### config.mk
export PLATFORM = sky130hd
export DESIGN_NAME = hd44780_bus_sequencer_flat
export DESIGN_NICKNAME = d
export VERILOG_FILES = /design/src/rtl/hd44780_bus_sequencer_if.sv /design/src/rtl/hd44780_bus_sequencer.sv /design/src/flat_wrapper.sv
export SDC_FILE = /design/constraint.sdc
export NUM_CORES = 1
export LEC_CHECK = 0
export ABC_AREA = 1
export BUFFER_PORTS_ARGS = -buffer_cell sky130_fd_sc_hd__buf_2
export CAP_MARGIN = 30
export CORE_MARGIN = 2
export CORE_UTILIZATION = 64
export CTS_CLUSTER_DIAMETER = 80
export DETAILED_ROUTE_END_ITERATION = 7
export PLACE_DENSITY = 0.84
export SYNTH_ARGS = -nofsm -noshare
export SYNTH_HDL_FRONTEND = slang
export SYNTH_SLANG_ARGS = --single-unit
### constraint.sdc
create_clock -name i_clk -period 4.5 [get_ports i_clk]
set_input_delay 0.45 -clock i_clk [delete_from_list [all_inputs] [get_ports i_clk]]
set_output_delay 0.45 -clock i_clk [all_outputs]
set_load 0.02 [all_outputs]
### src/rtl/hd44780_bus_sequencer_if.sv
// Byte-write handshake between the display controller and the HD44780 bus sequencer.
// Signals: i_valid/i_rs/i_data from the requester, o_ready from the sequencer.
interface hd44780_bus_sequencer_if;
  logic       i_valid;
  logic       i_rs;
  logic [7:0] i_data;
  logic       o_ready;

  modport master (
    output i_valid,
    output i_rs,
    output i_data,
    input  o_ready
  );

  modport slave (
    input  i_valid,
    input  i_rs,
    input  i_data,
    output o_ready
  );
endinterface

### src/rtl/hd44780_bus_sequencer.sv
// HD44780 4-bit write-only bus engine: power-on nibble init, then byte writes
// split into two timed E strobes followed by an execution wait.
// Ports: i_clk, i_reset (async, active high), bus (slave handshake),
//   o_init_done, o_lcd_rs, o_lcd_rw (tied 0), o_lcd_e, o_lcd_d (D7..D4).
module hd44780_bus_sequencer #(
  parameter int CW      = 22,
  parameter int T_PWRON = 4_000_000,
  parameter int T_INIT1 = 410_000,
  parameter int T_INIT2 = 10_000,
  parameter int T_AS    = 5,
  parameter int T_PW    = 25,
  parameter int T_H     = 2,
  parameter int T_NIB   = 100,
  parameter int T_EXEC  = 3_700,
  parameter int T_LONG  = 152_000
) (
  input  logic                    i_clk,
  input  logic                    i_reset,
  hd44780_bus_sequencer_if.slave  bus,
  output logic                    o_init_done,
  output logic                    o_lcd_rs,
  output logic                    o_lcd_rw,
  output logic                    o_lcd_e,
  output logic [3:0]              o_lcd_d
);

  typedef enum logic [2:0] {
    S_PWR, S_SETUP, S_EHIGH, S_HOLD, S_GAP, S_WAIT, S_IDLE
  } state_t;

  // Counters load N-1 so each timed state lasts exactly N cycles.
  localparam logic [CW-1:0] L_PWRON = CW'(T_PWRON - 1);
  localparam logic [CW-1:0] L_INIT1 = CW'(T_INIT1 - 1);
  localparam logic [CW-1:0] L_INIT2 = CW'(T_INIT2 - 1);
  localparam logic [CW-1:0] L_AS    = CW'(T_AS - 1);
  localparam logic [CW-1:0] L_PW    = CW'(T_PW - 1);
  localparam logic [CW-1:0] L_H     = CW'(T_H - 1);
  localparam logic [CW-1:0] L_NIB   = CW'(T_NIB - 1);
  localparam logic [CW-1:0] L_EXEC  = CW'(T_EXEC - 1);
  localparam logic [CW-1:0] L_LONG  = CW'(T_LONG - 1);

  state_t          r_state;
  logic [CW-1:0]   r_cnt;
  logic [1:0]      r_step;
  logic            r_lo;
  logic            r_long;
  logic [3:0]      r_lo_nib;
  logic            r_ready;
  logic            r_init_done;
  logic            r_e;
  logic            r_rs;
  logic [3:0]      r_d;

  logic            w_done;
  logic            w_acc;
  logic            w_long;

  assign w_done = (r_cnt == '0);
  assign w_acc  = bus.i_valid && r_ready;
  // Clear display and return home need the long execution wait.
  assign w_long = !bus.i_rs && (bus.i_data[7:2] == 6'd0)
                  && (bus.i_data != 8'd0);

  always_ff @(posedge i_clk or posedge i_reset) begin
    if (i_reset) begin
      r_state     <= S_PWR;
      r_cnt       <= L_PWRON;
      r_step      <= 2'd0;
      r_lo        <= 1'b0;
      r_long      <= 1'b0;
      r_lo_nib    <= 4'd0;
      r_ready     <= 1'b0;
      r_init_done <= 1'b0;
      r_e         <= 1'b0;
      r_rs        <= 1'b0;
      r_d         <= 4'd0;
    end else if (r_state != S_IDLE && !w_done) begin
      r_cnt <= r_cnt - 1'b1;
    end else begin
      unique case (r_state)
        S_PWR: begin
          r_state <= S_SETUP;
          r_cnt   <= L_AS;
          r_step  <= 2'd0;
          r_rs    <= 1'b0;
          r_d     <= 4'h3;
        end
        S_SETUP: begin
          r_state <= S_EHIGH;
          r_cnt   <= L_PW;
          r_e     <= 1'b1;
        end
        S_EHIGH: begin
          r_state <= S_HOLD;
          r_cnt   <= L_H;
          r_e     <= 1'b0;
        end
        S_HOLD: begin
          if (!r_init_done) begin
            r_state <= S_WAIT;
            unique case (r_step)
              2'd0:    r_cnt <= L_INIT1;
              2'd1:    r_cnt <= L_INIT2;
              default: r_cnt <= L_EXEC;
            endcase
          end else if (!r_lo) begin
            r_state <= S_GAP;
            r_cnt   <= L_NIB;
          end else begin
            r_state <= S_WAIT;
            r_cnt   <= r_long ? L_LONG : L_EXEC;
          end
        end
        S_GAP: begin
          r_state <= S_SETUP;
          r_cnt   <= L_AS;
          r_lo    <= 1'b1;
          r_d     <= r_lo_nib;
        end
        S_WAIT: begin
          if (!r_init_done && r_step != 2'd3) begin
            r_state <= S_SETUP;
            r_cnt   <= L_AS;
            r_step  <= r_step + 1'b1;
            // Fourth init nibble switches the controller to 4-bit mode.
            r_d     <= (r_step == 2'd2) ? 4'h2 : 4'h3;
          end else begin
            r_state     <= S_IDLE;
            r_init_done <= 1'b1;
            r_ready     <= 1'b1;
          end
        end
        S_IDLE: begin
          if (w_acc) begin
            r_state  <= S_SETUP;
            r_cnt    <= L_AS;
            r_ready  <= 1'b0;
            r_lo     <= 1'b0;
            r_long   <= w_long;
            r_rs     <= bus.i_rs;
            r_d      <= bus.i_data[7:4];
            r_lo_nib <= bus.i_data[3:0];
          end
        end
        default: begin
          r_state <= S_PWR;
          r_cnt   <= L_PWRON;
        end
      endcase
    end
  end

  assign bus.o_ready  = r_ready;
  assign o_init_done  = r_init_done;
  assign o_lcd_rs     = r_rs;
  assign o_lcd_rw     = 1'b0;
  assign o_lcd_e      = r_e;
  assign o_lcd_d      = r_d;

endmodule
### src/flat_wrapper.sv
// flat-port wrapper written by rule: the top's interface ports become plain ports
module hd44780_bus_sequencer_flat 
#(
  parameter int CW      = 22,
  parameter int T_PWRON = 4_000_000,
  parameter int T_INIT1 = 410_000,
  parameter int T_INIT2 = 10_000,
  parameter int T_AS    = 5,
  parameter int T_PW    = 25,
  parameter int T_H     = 2,
  parameter int T_NIB   = 100,
  parameter int T_EXEC  = 3_700,
  parameter int T_LONG  = 152_000
)
  (i_clk, i_reset, o_init_done, o_lcd_rs, o_lcd_rw, o_lcd_e, o_lcd_d, bus_i_valid, bus_i_rs, bus_i_data, bus_o_ready);
  hd44780_bus_sequencer_if bus_i ();
  input  logic i_clk;
  input  logic i_reset;
  output logic o_init_done;
  output logic o_lcd_rs;
  output logic o_lcd_rw;
  output logic o_lcd_e;
  output logic [3:0] o_lcd_d;
  input wire logic [$bits(bus_i.i_valid)-1:0] bus_i_valid;
  input wire logic [$bits(bus_i.i_rs)-1:0] bus_i_rs;
  input wire logic [$bits(bus_i.i_data)-1:0] bus_i_data;
  output wire logic [$bits(bus_i.o_ready)-1:0] bus_o_ready;
  assign bus_i.i_valid = bus_i_valid;
  assign bus_i.i_rs = bus_i_rs;
  assign bus_i.i_data = bus_i_data;
  assign bus_o_ready = bus_i.o_ready;
  hd44780_bus_sequencer #(.CW(CW), .T_PWRON(T_PWRON), .T_INIT1(T_INIT1), .T_INIT2(T_INIT2), .T_AS(T_AS), .T_PW(T_PW), .T_H(T_H), .T_NIB(T_NIB), .T_EXEC(T_EXEC), .T_LONG(T_LONG)) u_core (.i_clk(i_clk), .i_reset(i_reset), .bus(bus_i), .o_init_done(o_init_done), .o_lcd_rs(o_lcd_rs), .o_lcd_rw(o_lcd_rw), .o_lcd_e(o_lcd_e), .o_lcd_d(o_lcd_d));
endmodule
==> results of run 1 <==
==> flip-flops by register name, indices dropped and copies added (netlist names) <==
signal / flops
u_core.r_lo_nib: 4
u_core.bus.o_ready: 1
u_core.r_long: 1
u_core.o_init_done: 1
u_core.o_lcd_rs: 1
u_core.o_lcd_e: 1
u_core.r_cnt: 22
u_core.o_lcd_d: 4
u_core.r_step: 2
u_core.r_lo: 1
u_core.r_state: 3
==> power by group through the flow <==
stage | logic (mW) | registers [mW] | clock network, mW
3_5_place_dp | 0.0157 | 0.376 | 0
6_report | 0.0151 | 0.369 | 0.267
2_1_floorplan | 0.00785 | 0.376 | 0
4_1_cts | 0.0158 | 0.369 | 0.272
5_1_grt | 0.0177 | 0.369 | 0.285
3_3_place_gp | 0.0155 | 0.376 | 0
==> synth_stat cells, types with 2 or more instances <==
cell	n	area (um2)
sky130_fd_sc_hd__nand2_1	156	586
sky130_fd_sc_hd__nor2_1	50	188
sky130_fd_sc_hd__inv_1	46	173
sky130_fd_sc_hd__dfrtp_1	27	676
sky130_fd_sc_hd__o21ai_0	26	130
sky130_fd_sc_hd__a21oi_1	20	100
sky130_fd_sc_hd__dfstp_2	14	368
sky130_fd_sc_hd__nand3_1	13	65.1
sky130_fd_sc_hd__ha_1	7	87.6
sky130_fd_sc_hd__xor2_1	7	61.3
sky130_fd_sc_hd__nand3b_1	6	45.0
sky130_fd_sc_hd__nand4_1	5	31.3
sky130_fd_sc_hd__o22ai_1	4	25.0
sky130_fd_sc_hd__buf_4	3	22.5
sky130_fd_sc_hd__buf_6	3	33.8
sky130_fd_sc_hd__clkbuf_1	3	11.3
sky130_fd_sc_hd__clkinv_1	3	11.3
sky130_fd_sc_hd__nand2_4	3	33.8
sky130_fd_sc_hd__nor2_2	2	12.5
sky130_fd_sc_hd__nor2_4	2	22.5
sky130_fd_sc_hd__nor3_1	2	10.0
==> worst reg2reg max path: stages (launching register included) <==
cell and delay [ps]:
sky130_fd_sc_hd__dfrtp_1 580, sky130_fd_sc_hd__nand3_1 510, sky130_fd_sc_hd__nor2_1 630, sky130_fd_sc_hd__mux2_2 400
==> stage by stage <==
stage	power (mW)	utilization	instance area, um2	hold WS (ps)	setup WS (ps)
CTS	0.656	0.701	2990	285	2290
finish	0.650	0.701	2990	263	2280
global route	0.672	0.701	2990	311	2060
detailed placement	0.391	0.677	2890	472	2300
floorplan	0.383	-	2790	452	2740
global placement	0.391	0.677	2890	453	2430
==> cell families (layout without fill, tap and decap cells) <==
kind of cell / after synthesis / after routing / synth area share
xor gates and xnor gates: 7 / 7 / 0.0220
AOI/OAI and AO/OA: 54 / 54 / 0.102
muxes: 1 / 1 / 0.00403
and+or+nand+nor: 244 / 244 / 0.372
adders and majority gates: 7 / 7 / 0.0314
buffers and inverters: 60 / 78 / 0.0932
DFF: 41 / 41 / 0.374
other: 1 / 1 / 0.00134
==> how the worst max path moves through the flow <==
stage | from | to | slack (ps) | cells after the start
final | u_core.r_state[2] | u_core.r_lo_nib[1] | 2280 | 3
after global placement | u_core.r_state[2] | u_core.r_lo_nib[1] | 2430 | 3
after floorplan | u_core.r_cnt[0] | u_core.r_cnt[13] | 2740 | 12
after CTS | u_core.r_state[2] | u_core.r_lo_nib[1] | 2290 | 3
after global routing | u_core.r_state[2] | u_core.r_lo_nib[1] | 2060 | 3
after detailed placement | u_core.r_state[2] | u_core.r_lo_nib[1] | 2300 | 3
==> per-layer routing <==
metal / vias up / global-route usage / routed length, um
li1: 1326 / - / -
met1: 1200 / 0.358 / 2700
met2: 78 / 0.484 / 3140
met3: 21 / 0.0519 / 310
met4: 0 / 0.111 / 206
met5: - / 0 / 0
==> final cells by class <==
| type | count | area [um2] | area share |
|---|---|---|---|
| clock buffer | 7 | 96.3 | 0.0322 |
| sequential | 41 | 1040 | 0.349 |
| timing repair buffer | 20 | 103 | 0.0343 |
| inverter | 50 | 188 | 0.0628 |
| clock inverter | 1 | 5.00 | 0.00167 |
| tap | 52 | 65.1 | 0.0218 |
| multi-input combinational | 314 | 1490 | 0.498 |
==> impl_metrics.toml, run 1 <==
[run]
cap_violations = 0

[yosys]
seq_area_frac_synth = 0.374
asyncSetResetFlopFracSynth = 1.00
synth.cell_area_um2 = 2790
synth_cell_type_count = 34
synthesis.area_per_instance_um2 = 6.73
synth_nets = 434
synth_warnings = 0
synth-main-ff-cell = "sky130_fd_sc_hd__dfrtp_1"
synth_edf_count = 0
postSynthCellCount = 415
ys_ff_latch = 41

[critical_path]
worst_r2r_path_depth = 3
timing.critical_path.buf_inv = 0
worst_setup_path_end_kind = "register"
cp_top_family = "simple AND/OR/NAND/NOR gates"
crit_path_max_fanout = 14
r2r-end = "u_core.r_lo_nib[1]"
worst_r2r_startpoint = "u_core.r_state[2]"
criticalPathCategory = "reg2reg"
worstPathCellList = "nand3_1 > nor2_1 > mux2_2"
worstPathArrival_ps = 2410
req_time_crit_path_ps = 4690
reg2reg_setup_slack_ps = 2280
start_kind = "register"
timing.critical_path.slowest_stage_cell = "sky130_fd_sc_hd__nor2_1"
slowest_delay_ps = 630

[routing]
drt_iter0_markers = 182
iteration_count_of_the_initial_detailed_routing_pass = 5
antenna_nets_post_route = 0
route.detailed.drc = 0
wl_um = 6360
via_count = 2625
average_routed_wire_per_standard_cell_um = 13.1
vias_per_cell = 5.41

[sta]
fmaxAchievable_ghz = 0.450
report.final.setup_viol = 0
total_count_of_max_transition_violations_in_the_final_report = 0
maxSlewHeadroom = 0.608
fin_crit_ps = 2220
worst_clock_skew_ps = 6.18
totalNegativeSetupSlack_ps = 0
timing_worst_slew_pin_value_ps = 586
final_hold_viol_count = 0
rsz0062_at_grt = "false"
post-route-period-util = 0.494

[global_routing]
globalRouteOverflowTotal = 0
grt_pass1_wl_um = 11200
via_count_of_the_first_global_routing_pass = 2543
grt_max_degree = 42
track_usage = 0.284
antenna_found_initial = 0

[min_path]
hp-class = "in2async"

[cts]
clock_latency_ps = 300
h_tree_lvls = 2
clk_path_buf_depth = 2
clockRootBuffer = "sky130_fd_sc_hd__clkbuf_8"
tritoncts_num_sinks = 41
cts_tree = "yes"
numCtsBuffers = 5
hold_buffers = 0
cts_resized = 0
clk_pin_slew_worst_paths_ps = 80
postCtsSetupBuffers = 0

[power]
cellInternalPower_uw = 512
switching_part_of_the_total = 0.213
clock_power_share = 0.410
power_frac_seq = 0.567
p_switching_uw = 138
combinationalPowerShare = 0.023
vdd.ir_drop.worst_mv = 0.190
p_per_area_nw_per_um2 = 218
cellLeakagePower_nw = 1.44

[final_layout]
mostFrequentLayoutCells = "sky130_fd_sc_hd__nand2_1, sky130_fd_sc_hd__nor2_1, sky130_fd_sc_hd__inv_1, sky130_fd_sc_hd__dfrtp_1, sky130_fd_sc_hd__o21ai_0"
finish.cell_count_without_fillers = 485
antennaDiodeCount = 0
share_of_post_route_cells_with_drive_strength_above_1 = 0.125
num-fill-cells = 377
most_common_library_cell_in_the_layout_ignoring_fill_and_taps = "sky130_fd_sc_hd__nand2_1"
final_net_count = 451
area_delta_synth_final_pct = 7.03

[place]
count_of_buffers_from_port_buffering = 19
dpl.hpwl_um = 4680
place_inst = 477
globalplace.congestion = 0.977

[outcome]
outcome = "completed"

[floorplanning]
dieWidth_um = 70.1
fp.dieArea_um2 = 4910
ioPinCount = 21
core_region_area_um2 = 4260
core.rowCount = 24
dieHeight_um = 70.1
start_util = 0.655
No activity file was read; power rests on OpenSTA's default activity.
==> run 2: changes to the inputs <==
- CORE_UTILIZATION: 64 -> 55
- PLACE_DENSITY: 0.84 -> 0.77
- clock period: 4.5 -> 1.9 ns (I/O delays scaled with it)
==> run 2 against run 1 <==
- clock power is 130% higher
- power increased by 130%
- sequential cell count unchanged
- count of clock-buffer cells in the layout is 1 lower
- clock skew rose by 3.2 ps
- design area up 4.1%
- worst hold slack lost 250 ps
- worst setup slack got worse by 2200 ps
==> impl_metrics.toml, run 2 (same netlist as run 1, synthesis figures left out) <==
[outcome]
outcome = "completed"

[global_routing]
via_count_of_the_first_global_routing_pass = 2439
grt_pass1_wl_um = 11000
antenna_found_initial = 0
grt_max_degree = 42
track_usage = 0.256
globalRouteOverflowTotal = 0

[sta]
rsz0062_at_grt = "false"
total_count_of_max_transition_violations_in_the_final_report = 0
fmaxAchievable_ghz = 0.560
timing_worst_slew_pin_value_ps = 524
setup_slack_ps = 115
totalNegativeSetupSlack_ps = 0
report.final.setup_viol = 0
maxSlewHeadroom = 0.651
fin_crit_ps = 1780
fin_hold_ws_ps = 9.39
post-route-period-util = 0.939
final_hold_viol_count = 0
worst_clock_skew_ps = 9.37

[cts]
h_tree_lvls = 2
cts_tree = "yes"
clk_path_buf_depth = 2
clock_latency_ps = 300
tritoncts_num_sinks = 41
numCtsBuffers = 5
clk_pin_slew_worst_paths_ps = 80
hold_buffers = 0
clockRootBuffer = "sky130_fd_sc_hd__clkbuf_8"

[final_layout]
number_of_flip_flops_in_the_largest_register = 22
antennaDiodeCount = 0
final_net_count = 463
area_delta_synth_final_pct = 11.4
share_of_post_route_cells_with_drive_strength_above_1 = 0.151
regMostFlops = "u_core.r_cnt"
mostFrequentLayoutCells = "sky130_fd_sc_hd__nand2_1, sky130_fd_sc_hd__nor2_1, sky130_fd_sc_hd__inv_1, sky130_fd_sc_hd__dfrtp_1, sky130_fd_sc_hd__o21ai_0"
most_common_library_cell_in_the_layout_ignoring_fill_and_taps = "sky130_fd_sc_hd__nand2_1"

[power]
vdd.ir_drop.worst_mv = 0.356
fin_total_pwr_mw = 1.52
p_per_area_nw_per_um2 = 489
cellLeakagePower_nw = 1.50

[floorplanning]
dieWidth_um = 75.3
start_util = 0.580
core_region_area_um2 = 4820
fp.dieArea_um2 = 5660
dieHeight_um = 75.3
ioPinCount = 21
core.rowCount = 25

[critical_path]
start_kind = "register"
req_time_crit_path_ps = 2080
worst_setup_path_end_kind = "register"
crit_path_max_fanout = 23
criticalPathCategory = "reg2reg"
worstPathArrival_ps = 1960

[routing]
wl_um = 6510
route.detailed.drc = 0
antenna_nets_post_route = 0
iteration_count_of_the_initial_detailed_routing_pass = 6
vias_per_cell = 5.18
drt_iter0_markers = 226
average_routed_wire_per_standard_cell_um = 12.7
via_count = 2652

[place]
dp_worst_setup_slack_ps = 108
count_of_buffers_from_port_buffering = 19
dpl.hpwl_um = 4810
globalplace.congestion = 0.918

[run]
cap_violations = 0

[min_path]
hp-class = "in2async"
## run 2: cell types whose count changed in the layout (fill, tap and decap cells not counted), sizes merged
| cell | change |
|---|---|
| buf | +12 |
| clkbuf | -1 |
| clkinv | +1 |
## run 2: through the flow
step / cell area (um2) / cells / utilization
floorplan: 2790 / 415 / -
global placement: 2980 / 502 / 0.619
detailed placement: 2980 / 502 / 0.619
CTS: 3080 / 510 / 0.639
global route: 3110 / 512 / 0.646
finish: 3110 / 512 / 0.646
## run 2: critical path, stage by stage (launching register included)
cell and delay, ps:
sky130_fd_sc_hd__dfstp_2 550, sky130_fd_sc_hd__inv_1 60, sky130_fd_sc_hd__ha_1 220, sky130_fd_sc_hd__nand2_2 130
sky130_fd_sc_hd__nor2_4 60, sky130_fd_sc_hd__nand3_4 100, sky130_fd_sc_hd__nand2_8 100, sky130_fd_sc_hd__nand2_4 100
sky130_fd_sc_hd__nand2_4 160, sky130_fd_sc_hd__nand2_1 100, sky130_fd_sc_hd__o21ai_0 70
## run 2: routing by layer
metal / share of wire / wire (um) / GRT usage
met1: 0.49 / 3190 / 0.366
met3: 0.038 / 246 / 0.0402
met4: 0.020 / 130 / 0.0936
met5: 0 / 0 / 0
met2: 0.45 / 2950 / 0.394
## run 2: final cells by class
type | instances | area (um2)
inverters | 50 | 190
multi-input cells | 314 | 1500
repair buffers | 32 | 196
fillers | 455 | 1710
clock inverters | 2 | 13.8
clock buffers | 6 | 82.6
well taps | 67 | 83.8
flip-flops and latches | 41 | 1040
## run 2: worst paths after layout
check / startpoint / end / slack [ps] / depth (start not counted)
worst max-delay path: u_core.r_cnt[0] / u_core.r_cnt[15] / 120 / 10
worst min-delay path: i_reset / u_core.o_lcd_d[3] / 9 / 3
max in group asynchronous: i_reset / u_core.r_cnt[16] / 1510 / 3
worst max register to register: u_core.r_cnt[0] / u_core.r_cnt[15] / 120 / 10
min in group i_clk: bus_i_data[0] / u_core.r_lo_nib[0] / 120 / 3
worst min register to register: u_core.o_lcd_rs / u_core.o_lcd_rs / 480 / 2
## run 2: power breakdown
part	internal [mW]	total (mW)	switching, mW
logic	0.0107	0.0373	0.0266
clock network	0.295	0.610	0.315
registers	0.873	0.873	0
total	1.18	1.52	0.342
## run 2: what timing repair did
item / in CTS / in global routing
setup endpoints to repair: 0 / 18
gates resized for setup: 0 / 6
buffers inserted: 0 / 2
==> run 3: changes to the inputs <==
- BUFFER_PORTS_ARGS: -buffer_cell sky130_fd_sc_hd__buf_2 -> -buffer_cell sky130_fd_sc_hd__clkbuf_2
- PLACE_DENSITY: 0.77 -> 0.81
==> run 3 against run 2 <==
- count of clock-buffer cells in the layout unchanged
- power increased by 7.0%
- register-to-register slack got worse by 20 ps
- final cell count decreased by 0.20%
- sequential cell count unchanged
- largest power group unchanged
==> impl_metrics.toml, run 3 (same netlist as run 1, synthesis figures left out) <==
[critical_path]
cp_top_family = "simple AND/OR/NAND/NOR gates"
start_kind = "register"
critical_path_cell_count = 11
crit_path_max_fanout = 17
timing.critical_path.buf_inv = 3
slowest_delay_ps = 380
worst_setup_path_end_kind = "register"
criticalPathCategory = "reg2reg"
cpMostUsedCell = "sky130_fd_sc_hd__nand2_1"
req_time_crit_path_ps = 2140
worstPathArrival_ps = 2050
worst_r2r_path_depth = 11
worstPathCellList = "inv_1 > ha_1 > nand2_2 > nor2_4 > nand3_4 > nand2_8 > buf_4 > o21ai_0 > nand2_1 > clkinv_1 > nand2_1"
timing.critical_path.slowest_stage_cell = "sky130_fd_sc_hd__dfstp_2"

[min_path]
worstHoldPathCells = 3
hp-class = "in2reg"

[cts]
h_tree_lvls = 2
tritoncts_num_sinks = 41
numCtsBuffers = 5
clk_path_buf_depth = 2
clk_pin_slew_worst_paths_ps = 80
clock_latency_ps = 300
cts_tree = "yes"
clockRootBuffer = "sky130_fd_sc_hd__clkbuf_8"
postCtsSetupBuffers = 0

[final_layout]
area_delta_synth_final_pct = 11.9
final_net_count = 462
number_of_flip_flops_in_the_largest_register = 22
share_of_post_route_cells_with_drive_strength_above_1 = 0.144
most_common_library_cell_in_the_layout_ignoring_fill_and_taps = "sky130_fd_sc_hd__nand2_1"
final_core_util = 0.649
finish.cell_count_without_fillers = 511
mostFrequentLayoutCells = "sky130_fd_sc_hd__nand2_1, sky130_fd_sc_hd__nor2_1, sky130_fd_sc_hd__inv_1, sky130_fd_sc_hd__dfrtp_1, sky130_fd_sc_hd__o21ai_0"
regMostFlops = "u_core.r_cnt"
antennaDiodeCount = 0

[sta]
setup_slack_ps = 90.4
final_hold_viol_count = 0
timing_worst_slew_pin_value_ps = 515
fmaxAchievable_ghz = 0.553
maxSlewHeadroom = 0.656
worst_clock_skew_ps = 12.0
fin_crit_ps = 1810
fin_hold_ws_ps = 113
post-route-period-util = 0.952
total_count_of_max_transition_violations_in_the_final_report = 0
report.final.setup_viol = 0
rsz0062_at_grt = "true"

[place]
count_of_buffers_from_port_buffering = 19
globalplace.congestion = 0.933
dp_worst_setup_slack_ps = 53.3
place_inst = 502
dpl.hpwl_um = 4840

[power]
fin_total_pwr_mw = 1.63
vdd.ir_drop.worst_mv = 0.345
cellLeakagePower_nw = 1.50
p_per_area_nw_per_um2 = 520

[outcome]
outcome = "completed"

[routing]
iteration_count_of_the_initial_detailed_routing_pass = 7
wl_um = 6680
drt_iter0_markers = 251
vias_per_cell = 5.34
via_count = 2728
antenna_nets_post_route = 0
route.detailed.drc = 0
average_routed_wire_per_standard_cell_um = 13.1

[floorplanning]
fp.dieArea_um2 = 5660
core_region_area_um2 = 4820
ioPinCount = 21
core.rowCount = 25
start_util = 0.580
dieHeight_um = 75.3
dieWidth_um = 75.3

[global_routing]
via_count_of_the_first_global_routing_pass = 2619
track_usage = 0.265
grt_pass1_wl_um = 11500
globalRouteOverflowTotal = 0
antenna_found_initial = 0
grt_max_degree = 42

[run]
cap_violations = 0
==> run 3: worst min-delay path, cell delays in order <==
cell,delay [ps]
sky130_fd_sc_hd__clkbuf_2,90
sky130_fd_sc_hd__nand2_1,50
sky130_fd_sc_hd__o21ai_0,60
==> run 3: report_power, final <==
group / internal [mW] / total [mW] / switching (mW)
clock network: 0.394 / 0.714 / 0.320
registers: 0.873 / 0.873 / 0
logic: 0.0121 / 0.0387 / 0.0266
total: 1.28 / 1.63 / 0.346
==> run 3: metrics by stage <==
step / instance area [um2] / TNS, ps
final: 3130 / 0
after global routing: 3130 / -44.3
after CTS: 3100 / 0
after detailed placement: 2980 / 0
after global placement: 2980 / 0
after floorplan: 2790 / 0
==> run 3: final timing paths <==
path	from	to	slack, ps
setup reg to reg	u_core.r_cnt[0]	u_core.r_cnt[7]	90
setup / recovery	u_core.r_cnt[0]	u_core.r_cnt[7]	90
hold reg to reg	u_core.o_lcd_rs	u_core.o_lcd_rs	480
max in group asynchronous	i_reset	u_core.r_cnt[11]	980
min in group asynchronous	i_reset	u_core.o_lcd_d[2]	530
hold / removal	bus_i_data[2]	u_core.r_lo_nib[2]	110
==> run 3: layout make-up <==
class	instances	area (um2)
inverter	50	190
multi-input combinational	314	1510
sequential	41	1040
timing repair buffer	31	188
fill	464	1690
clock inverter	2	38.8
clock buffer	6	72.6
tap	67	83.8
==> run 3: per-layer routing <==
| metal | share of wire | wire length [um] | track usage |
|---|---|---|---|
| met1 | 0.45 | 3010 | 0.351 |
| met2 | 0.47 | 3130 | 0.437 |
| met3 | 0.060 | 398 | 0.0562 |
| met4 | 0.021 | 138 | 0.0858 |
| met5 | 0 | 0 | 0 |
==> run 3: repair_timing <==
item / in CTS / in global routing
endpoints found under the setup margin: 0 / 22
endpoints found under the hold margin: 3 / 0
resized for setup: 0 / 6
hold buffers: 1 / 0
